File: src/rtl/subleq_mem_arbiter.sv
// Single-port memory arbiter for the subleq core: debug port has priority, the CPU
// is protected by a starvation guard and may lock the port across a read-modify-write.
module subleq_mem_arbiter #(
    parameter int WORD_SIZE = 16,
    parameter int MAX_BURST = 8
) (
    input  logic                 clk,
    input  logic                 areset_n,
    input  logic                 cpu_req,
    input  logic                 cpu_we,
    input  logic [WORD_SIZE-1:0] cpu_addr,
    input  logic [WORD_SIZE-1:0] cpu_wdata,
    input  logic                 cpu_lock,
    output logic                 cpu_gnt,
    output logic                 cpu_rvalid,
    output logic [WORD_SIZE-1:0] cpu_rdata,
    input  logic                 dbg_req,
    input  logic                 dbg_we,
    input  logic [WORD_SIZE-1:0] dbg_addr,
    input  logic [WORD_SIZE-1:0] dbg_wdata,
    output logic                 dbg_gnt,
    output logic                 dbg_rvalid,
    output logic [WORD_SIZE-1:0] dbg_rdata,
    output logic                 mem_en,
    output logic                 mem_we,
    output logic [WORD_SIZE-1:0] mem_addr,
    output logic [WORD_SIZE-1:0] mem_wdata,
    input  logic [WORD_SIZE-1:0] mem_rdata
);

    typedef enum logic [1:0] {
        OWNER_NONE = 2'd0,
        OWNER_CPU  = 2'd1,
        OWNER_DBG  = 2'd2
    } owner_t;

    localparam logic [7:0] BURST_LIMIT = 8'(MAX_BURST);

    logic       lock_q, lock_d;
    logic [7:0] starve_cnt_q, starve_cnt_d;
    owner_t     rd_owner_q, rd_owner_d;

    // Grants are held low during reset so nothing reaches memory while areset_n is low.
    always_comb begin
        cpu_gnt = 1'b0;
        dbg_gnt = 1'b0;
        if (areset_n) begin
            if (lock_q && cpu_req) begin
                cpu_gnt = 1'b1;
            end else if (cpu_req && (starve_cnt_q == BURST_LIMIT)) begin
                cpu_gnt = 1'b1;
            end else if (dbg_req) begin
                dbg_gnt = 1'b1;
            end else if (cpu_req) begin
                cpu_gnt = 1'b1;
            end
        end
    end

    always_comb begin
        mem_en    = cpu_gnt | dbg_gnt;
        mem_we    = 1'b0;
        mem_addr  = '0;
        mem_wdata = '0;
        if (cpu_gnt) begin
            mem_we    = cpu_we;
            mem_addr  = cpu_addr;
            mem_wdata = cpu_wdata;
        end else if (dbg_gnt) begin
            mem_we    = dbg_we;
            mem_addr  = dbg_addr;
            mem_wdata = dbg_wdata;
        end
    end

    always_comb begin
        lock_d = cpu_gnt & cpu_lock;

        starve_cnt_d = starve_cnt_q;
        if (cpu_gnt || !cpu_req) begin
            starve_cnt_d = 8'd0;
        end else if (dbg_gnt && (starve_cnt_q < BURST_LIMIT)) begin
            starve_cnt_d = starve_cnt_q + 8'd1;
        end

        rd_owner_d = OWNER_NONE;
        if (cpu_gnt && !cpu_we) begin
            rd_owner_d = OWNER_CPU;
        end else if (dbg_gnt && !dbg_we) begin
            rd_owner_d = OWNER_DBG;
        end
    end

    always_ff @(posedge clk or negedge areset_n) begin
        if (!areset_n) begin
            lock_q       <= 1'b0;
            starve_cnt_q <= 8'd0;
            rd_owner_q   <= OWNER_NONE;
        end else begin
            lock_q       <= lock_d;
            starve_cnt_q <= starve_cnt_d;
            rd_owner_q   <= rd_owner_d;
        end
    end

    // Read data is shared; only the owner's rvalid marks it meaningful.
    assign cpu_rvalid = (rd_owner_q == OWNER_CPU);
    assign dbg_rvalid = (rd_owner_q == OWNER_DBG);
    assign cpu_rdata  = mem_rdata;
    assign dbg_rdata  = mem_rdata;

endmodule

File: config.mk
export PLATFORM = sky130hd
export DESIGN_NAME = subleq_mem_arbiter
export DESIGN_NICKNAME = d
export VERILOG_FILES = /design/src/rtl/subleq_mem_arbiter.sv
export SDC_FILE = /design/constraint.sdc
export NUM_CORES = 1
export LEC_CHECK = 0
export CAP_MARGIN = 5
export CORE_MARGIN = 4
export CORE_UTILIZATION = 22
export CTS_CLUSTER_DIAMETER = 150
export DETAILED_ROUTE_END_ITERATION = 6
export PLACE_DENSITY = 0.81
export SKIP_LAST_GASP = 1
export SYNTH_ARGS = -nofsm -noshare
export SYNTH_HDL_FRONTEND = slang
export SYNTH_SLANG_ARGS = --single-unit
File: constraint.sdc
create_clock -name clk -period 1.85 [get_ports clk]
set_input_delay 0.37 -clock clk [delete_from_list [all_inputs] [get_ports clk]]
set_output_delay 0.37 -clock clk [all_outputs]
set_load 0.005 [all_outputs]
==> flow_summary.json, run 1 <==
{
  "status": "complete, but fails checks",
  "failed_checks": "negative setup slack",
  "drt-initial-drc-count": 49,
  "die_area_mm2": 0.00640,
  "drt-wirelength-per-cell_um": 16.2,
  "rows": 25,
  "path_class": "reg2out",
  "drive_gt1_share_pct": 34.1,
  "synth_seq_area_share_pct": 24.1,
  "synth_edf_count": 0,
  "setup-tns-final_ns": -18.60,
  "fmax_ghz": 0.416,
  "io-pin-count": 157,
  "pwr-share-seq_pct": 27.8,
  "maxCapViolations": 0,
  "track_usage_pct": 13.5,
  "p_leak_nw": 1.06,
  "coreArea_mm2": 0.00488,
  "crit_path_end_kind": "primary output",
  "drt-total-wl_mm": 4.60,
  "floorplan.initialDensity_pct": 23.4,
  "met1_length_mm": 1.81,
  "gr-total-overflow": 0,
  "post-place-ws_ns": -0.826,
  "num_antenna_cells": 0,
  "syn_to_final_growth_pct": 101,
  "via_per_inst": 4.38,
  "synth.ff_latch_count": 11,
  "crit_required_ns": 1.48,
  "grt_pass1_wl_mm": 6.78,
  "crit_family": "simple AND/OR/NAND/NOR gates",
  "reg2regPathDepth": 5,
  "p_int_mw": 0.674,
  "finalSetupViolCount": 36,
  "met2_length_mm": 2.29,
  "drc_errors": 0,
  "vias": 1243,
  "antenna_found_initial": 0,
  "tightest_slew_ns": 0.396,
  "async_flop_share_pct": 100,
  "netlist_area_mm2": 0.00114,
  "crit_buf_inv": 4,
  "synth_cell_type_count": 26,
  "gp_congestion": 0.720,
  "period_share_pct": 130,
  "clockRootBuffer": "clkbuf_8",
  "cts_buffer_depth": 2,
  "critPathSlowestCell": "or4_4",
  "fin_nets": 307,
  "cts_tree": "built",
  "hold_viol": 0,
  "first_pass_iters": 4,
  "slowest_delay_ns": 0.56,
  "clkSinkCount": 11,
  "switchingPower_mw": 0.215,
  "ant_nets": 0,
  "yosysTopAreaCellShare_pct": 25.3,
  "yosysWarningCount": 0,
  "syn_area_per_cell_um2": 9.67,
  "place_area_mm2": 0.00217,
  "p_sw_share_pct": 24.2,
  "ctsHoldBuffers": 0,
  "total_power_mw": 0.890,
  "crit_path_start_kind": "register",
  "ys.flop_type": "dfrtp_1",
  "hold_path_class": "in2async",
  "crit_top_cell": "buf_6",
  "drv_slew": 0,
  "crit_chain": "or4_4 -> nor2_4 -> buf_6 -> a211oi_4 -> buf_6 -> buf_12 -> a22o_1 -> buf_2",
  "dieWidth_um": 80.0,
  "synthCells": 118,
  "synth.area.top_cells": "a22o_1, dfrtp_1, buf_4",
  "top_layer": "met4",
  "cts-buffers-inserted": 3,
  "cellPowerDensity_mw_per_mm2": 387,
  "setup_slack_ns": -0.551,
  "rsz0062_at_grt": "yes",
  "critPathMaxFanout": 12,
  "slew_headroom_pct": 73.6,
  "port_buffers": 108,
  "grt_max_degree": 14,
  "clk_pin_slew_worst_paths_ns": 0.05,
  "dr_wl_met3_um": 458,
  "die_h_um": 80.0,
  "synth_common_cells": "a22o_1, buf_4, dfrtp_1, and2_1, nor2b_1",
  "grt_pass1_vias": 1323,
  "vdd_drop_max_mv": 0.285,
  "clkLatencyLatePin_ns": 0.23,
  "htree_levels": 1,
  "synthesis.nets": 207,
  "combPwrFrac_pct": 45.5,
  "final_cell_area_mm2": 0.00230,
  "skew_ns": 0.00227,
  "p_clk_share_pct": 26.8,
  "synth_top_cell_by_area": "a22o_1",
  "cp_num_cells": 8,
  "fill_cells": 476,
  "dpl.hpwl_mm": 3.29,
  "period_needed_ns": 2.40,
  "worstPathArrival_ns": 2.03
}
## area by class of cell
| type | count | area (um^2) | area share, % |
|---|---|---|---|
| clock buffer | 4 | 45.0 | 1.96 |
| inverter | 2 | 7.51 | 0.327 |
| multi-input combinational | 66 | 589 | 25.7 |
| sequential | 11 | 275 | 12.0 |
| tap | 67 | 83.8 | 3.65 |
| timing repair buffer | 134 | 1290 | 56.4 |
## sequential cells by signal, indices dropped and copies added (netlist names)
register and cells:
starve_cnt_q 8, rd_owner_q 2, lock_q 1
## cells in the final DEF (no fill, tap or decap), types with 2 or more instances in the layout
cell and count:
buf_12 4, and2_1 8, a22o_1 33, clkdlybuf4s50_1 72
dfrtp_1 11, buf_2 29, buf_4 11, nand2b_1 2
clkbuf_8 3, nor2b_1 6, buf_6 7, clkbuf_2 5
buf_16 5
## per-layer routing
layer | GRT usage [%] | vias to the layer above
li1 | - | 600
met1 | 16.6 | 563
met2 | 22.4 | 70
met3 | 4.06 | 10
met4 | 3.89 | 0
met5 | 0 | -
## cells by family (layout without fill, tap and decap cells)
group           Yosys count  after routing  share of synthesized area (%)
buf+inv                  41            140                           26.4
compound gates           40             40                           32.9
simple gates             21             21                           12.0
flops                    11             11                           24.1
fa+ha+maj                 2              2                           2.19
xor+xnor                  2              2                           1.54
mux                       1              1                          0.877
## final timing paths
| check | from | endpoint | slack [ns] |
|---|---|---|---|
| worst min-delay path | areset_n | starve_cnt_q[0]$_DFFE_PN0P_ | 0.47 |
| max in group asynchronous | areset_n | rd_owner_q[1]$_DFF_PN0_ | 1.21 |
| worst max register to register | starve_cnt_q[4]$_DFFE_PN0P_ | starve_cnt_q[2]$_DFFE_PN0P_ | 0.01 |
| worst max-delay path | starve_cnt_q[4]$_DFFE_PN0P_ | mem_addr[6] | -0.55 |
| worst min register to register | starve_cnt_q[7]$_DFFE_PN0P_ | starve_cnt_q[7]$_DFFE_PN0P_ | 0.49 |
| min in group clk | starve_cnt_q[7]$_DFFE_PN0P_ | starve_cnt_q[7]$_DFFE_PN0P_ | 0.49 |
## what timing repair did
action                                  in CTS  in global routing
endpoints found under the setup margin      40                 39
setup buffers                                7                  0
endpoints found under the hold margin        0                  0
resized for setup                          145                 11
cloned                                       5                  1
pin swaps                                    6                  4
## stage by stage
stage	util, %	hold WS, ns	instances
2_1_floorplan	-	0.0744	118
5_1_grt	47.1	0.484	284
3_5_place_dp	44.4	0.478	268
3_3_place_gp	44.4	0.472	268
6_report	47.1	0.474	284
4_1_cts	46.7	0.475	283
## worst reg2reg max path: stages (launching register included)
cell	delay, ns
dfrtp_1	0.38
or4_4	0.56
buf_4	0.17
a2111oi_2	0.35
xor2_1	0.10
and2_1	0.17
## power groups by stage
stage	combinational, mW	sequential (mW)	clock (mW)
2_1_floorplan	0.158	0.252	0
3_3_place_gp	0.388	0.250	0
3_5_place_dp	0.391	0.251	0
4_1_cts	0.400	0.247	0.246
5_1_grt	0.434	0.247	0.266
6_report	0.404	0.247	0.238
No activity file was read; power rests on OpenSTA's default activity.
==> run 2: changes to the inputs <==
- SKIP_LAST_GASP: 1 -> default
==> run 2 against run 1 <==
Die area unchanged; via count decreased by 0.16%; clock skew about the same; highest routed layer unchanged; the run still ends with negative setup slack left; sequential cell count unchanged.
==> flow_summary.json, run 2 (synthesized netlist as in run 1, its figures left out) <==
{
  "worstPathArrival_ns": 2.03,
  "period_share_pct": 130,
  "syn_to_final_growth_pct": 101,
  "status": "complete, but fails checks",
  "p_leak_nw": 1.06,
  "skew_ns": 0.00225,
  "track_usage_pct": 13.5,
  "clk_pin_slew_worst_paths_ns": 0.05,
  "tightest_slew_ns": 0.395,
  "die_h_um": 80.0,
  "dpl.hpwl_mm": 3.29,
  "reg2reg_from": "starve_cnt_q[4]$_DFFE_PN0P_",
  "cts_tree": "built",
  "coreArea_mm2": 0.00488,
  "vdd_drop_max_mv": 0.285,
  "grt_pass1_vias": 1323,
  "startpoint": "starve_cnt_q[4]$_DFFE_PN0P_",
  "drt-initial-drc-count": 49,
  "drt-wirelength-per-cell_um": 16.2,
  "period_needed_ns": 2.40,
  "drc_errors": 0,
  "reg_top3": "starve_cnt_q x8, rd_owner_q x2, lock_q x1",
  "gp_congestion": 0.720,
  "grt_max_degree": 14,
  "via_per_inst": 4.37,
  "io-pin-count": 157,
  "dieWidth_um": 80.0,
  "path_class": "reg2out",
  "grt_pass1_wl_mm": 6.78,
  "floorplan.initialDensity_pct": 23.4,
  "timing.hold.ws_ns": 0.474,
  "die_area_mm2": 0.00640,
  "gr-total-overflow": 0,
  "drive_gt1_share_pct": 34.1,
  "post-place-ws_ns": -0.826,
  "htree_levels": 1,
  "ant_nets": 0,
  "critPathSlowestCell": "or4_4",
  "fill_cells": 476,
  "crit_chain": "or4_4 -> nor2_4 -> buf_6 -> a211oi_4 -> buf_6 -> buf_12 -> a22o_1 -> buf_2",
  "rows": 25,
  "rsz0062_at_grt": "yes",
  "post-route-util_pct": 47.1,
  "final_common_cell": "clkdlybuf4s50_1",
  "critPathMaxFanout": 12,
  "hold_viol": 0,
  "cellPowerDensity_mw_per_mm2": 387,
  "port_buffers": 108,
  "drt-total-wl_mm": 4.61,
  "fmax_ghz": 0.416,
  "finalSetupViolCount": 36,
  "clkSinkCount": 11,
  "crit_required_ns": 1.48,
  "hold_path_class": "in2async",
  "top_register": "starve_cnt_q",
  "fin_nets": 307,
  "final_cell_mix": "clkdlybuf4s50_1, a22o_1, buf_2",
  "slowest_delay_ns": 0.56,
  "slew_headroom_pct": 73.7,
  "crit_top_cell": "buf_6",
  "clockRootBuffer": "clkbuf_8",
  "cts-buffers-inserted": 3,
  "num_antenna_cells": 0,
  "largest_reg_flops": 8,
  "drv_slew": 0,
  "setup-tns-final_ns": -18.60,
  "crit_path_end_kind": "primary output",
  "ctsHoldBuffers": 0,
  "cts_buffer_depth": 2,
  "antenna_found_initial": 0,
  "maxCapViolations": 0,
  "total_power_mw": 0.890,
  "first_pass_iters": 4,
  "crit_path_start_kind": "register",
  "clkLatencyLatePin_ns": 0.23,
  "failed_checks": "negative setup slack",
  "setup_slack_ns": -0.551,
  "vias": 1241
}
-- run 2: cell counts in the layout (fill, tap and decap cells not counted) --
No cell type changed its count.
-- run 2: final cells by class --
type                    count  area (um^2)  share of cell area, %
repair buffers            134         1290                   56.4
multi-input cells          66          589                   25.7
flip-flops and latches     11          275                   12.0
well taps                  67         83.8                   3.65
clock buffers               4         45.0                   1.96
inverters                   2         7.51                  0.327
-- run 2: what timing repair did --
item,CTS,global route
endpoints found under the setup margin,40,39
buffers inserted,7,0
endpoints found under the hold margin,0,0
gates cloned,5,1
pin swaps,6,4
gates resized for setup,148,8
-- run 2: metal layers --
metal	part of all wire, %	GRT usage [%]
met4	0.87	3.89
met3	9.9	4.06
met5	0	0
met1	39	16.6
met2	50	22.4
-- run 2: final timing paths --
path | endpoint | slack [ns] | cells after the start
worst max-delay path | mem_addr[6] | -0.55 | 8
worst min-delay path | starve_cnt_q[0]$_DFFE_PN0P_ | 0.47 | 2
worst max register to register | starve_cnt_q[2]$_DFFE_PN0P_ | 0.01 | 5
worst min register to register | starve_cnt_q[7]$_DFFE_PN0P_ | 0.49 | 1
max in group asynchronous | rd_owner_q[1]$_DFF_PN0_ | 1.21 | 2
min in group clk | starve_cnt_q[7]$_DFFE_PN0P_ | 0.49 | 1
-- run 2: metrics by stage --
| step | cells | instance area [um^2] |
|---|---|---|
| floorplan | 118 | 1170 |
| global placement | 268 | 2170 |
| detailed placement | 268 | 2170 |
| CTS | 283 | 2290 |
| global route | 284 | 2300 |
| finish | 284 | 2300 |
-- run 2: power by group --
group	switching (mW)	internal (mW)	total (mW)
registers	0.00206	0.245	0.247
logic	0.126	0.278	0.404
clock network	0.0872	0.151	0.238
-- run 2: worst max-delay path: cells and delay by family, from the launching register on --
| kind | cells | cell delay (ns) |
|---|---|---|
| AND/OR/NAND/NOR | 2 | 0.68 |
| buffers and inverters | 4 | 0.52 |
| flip-flops | 1 | 0.38 |
| AO/OA/AOI/OAI | 2 | 0.22 |
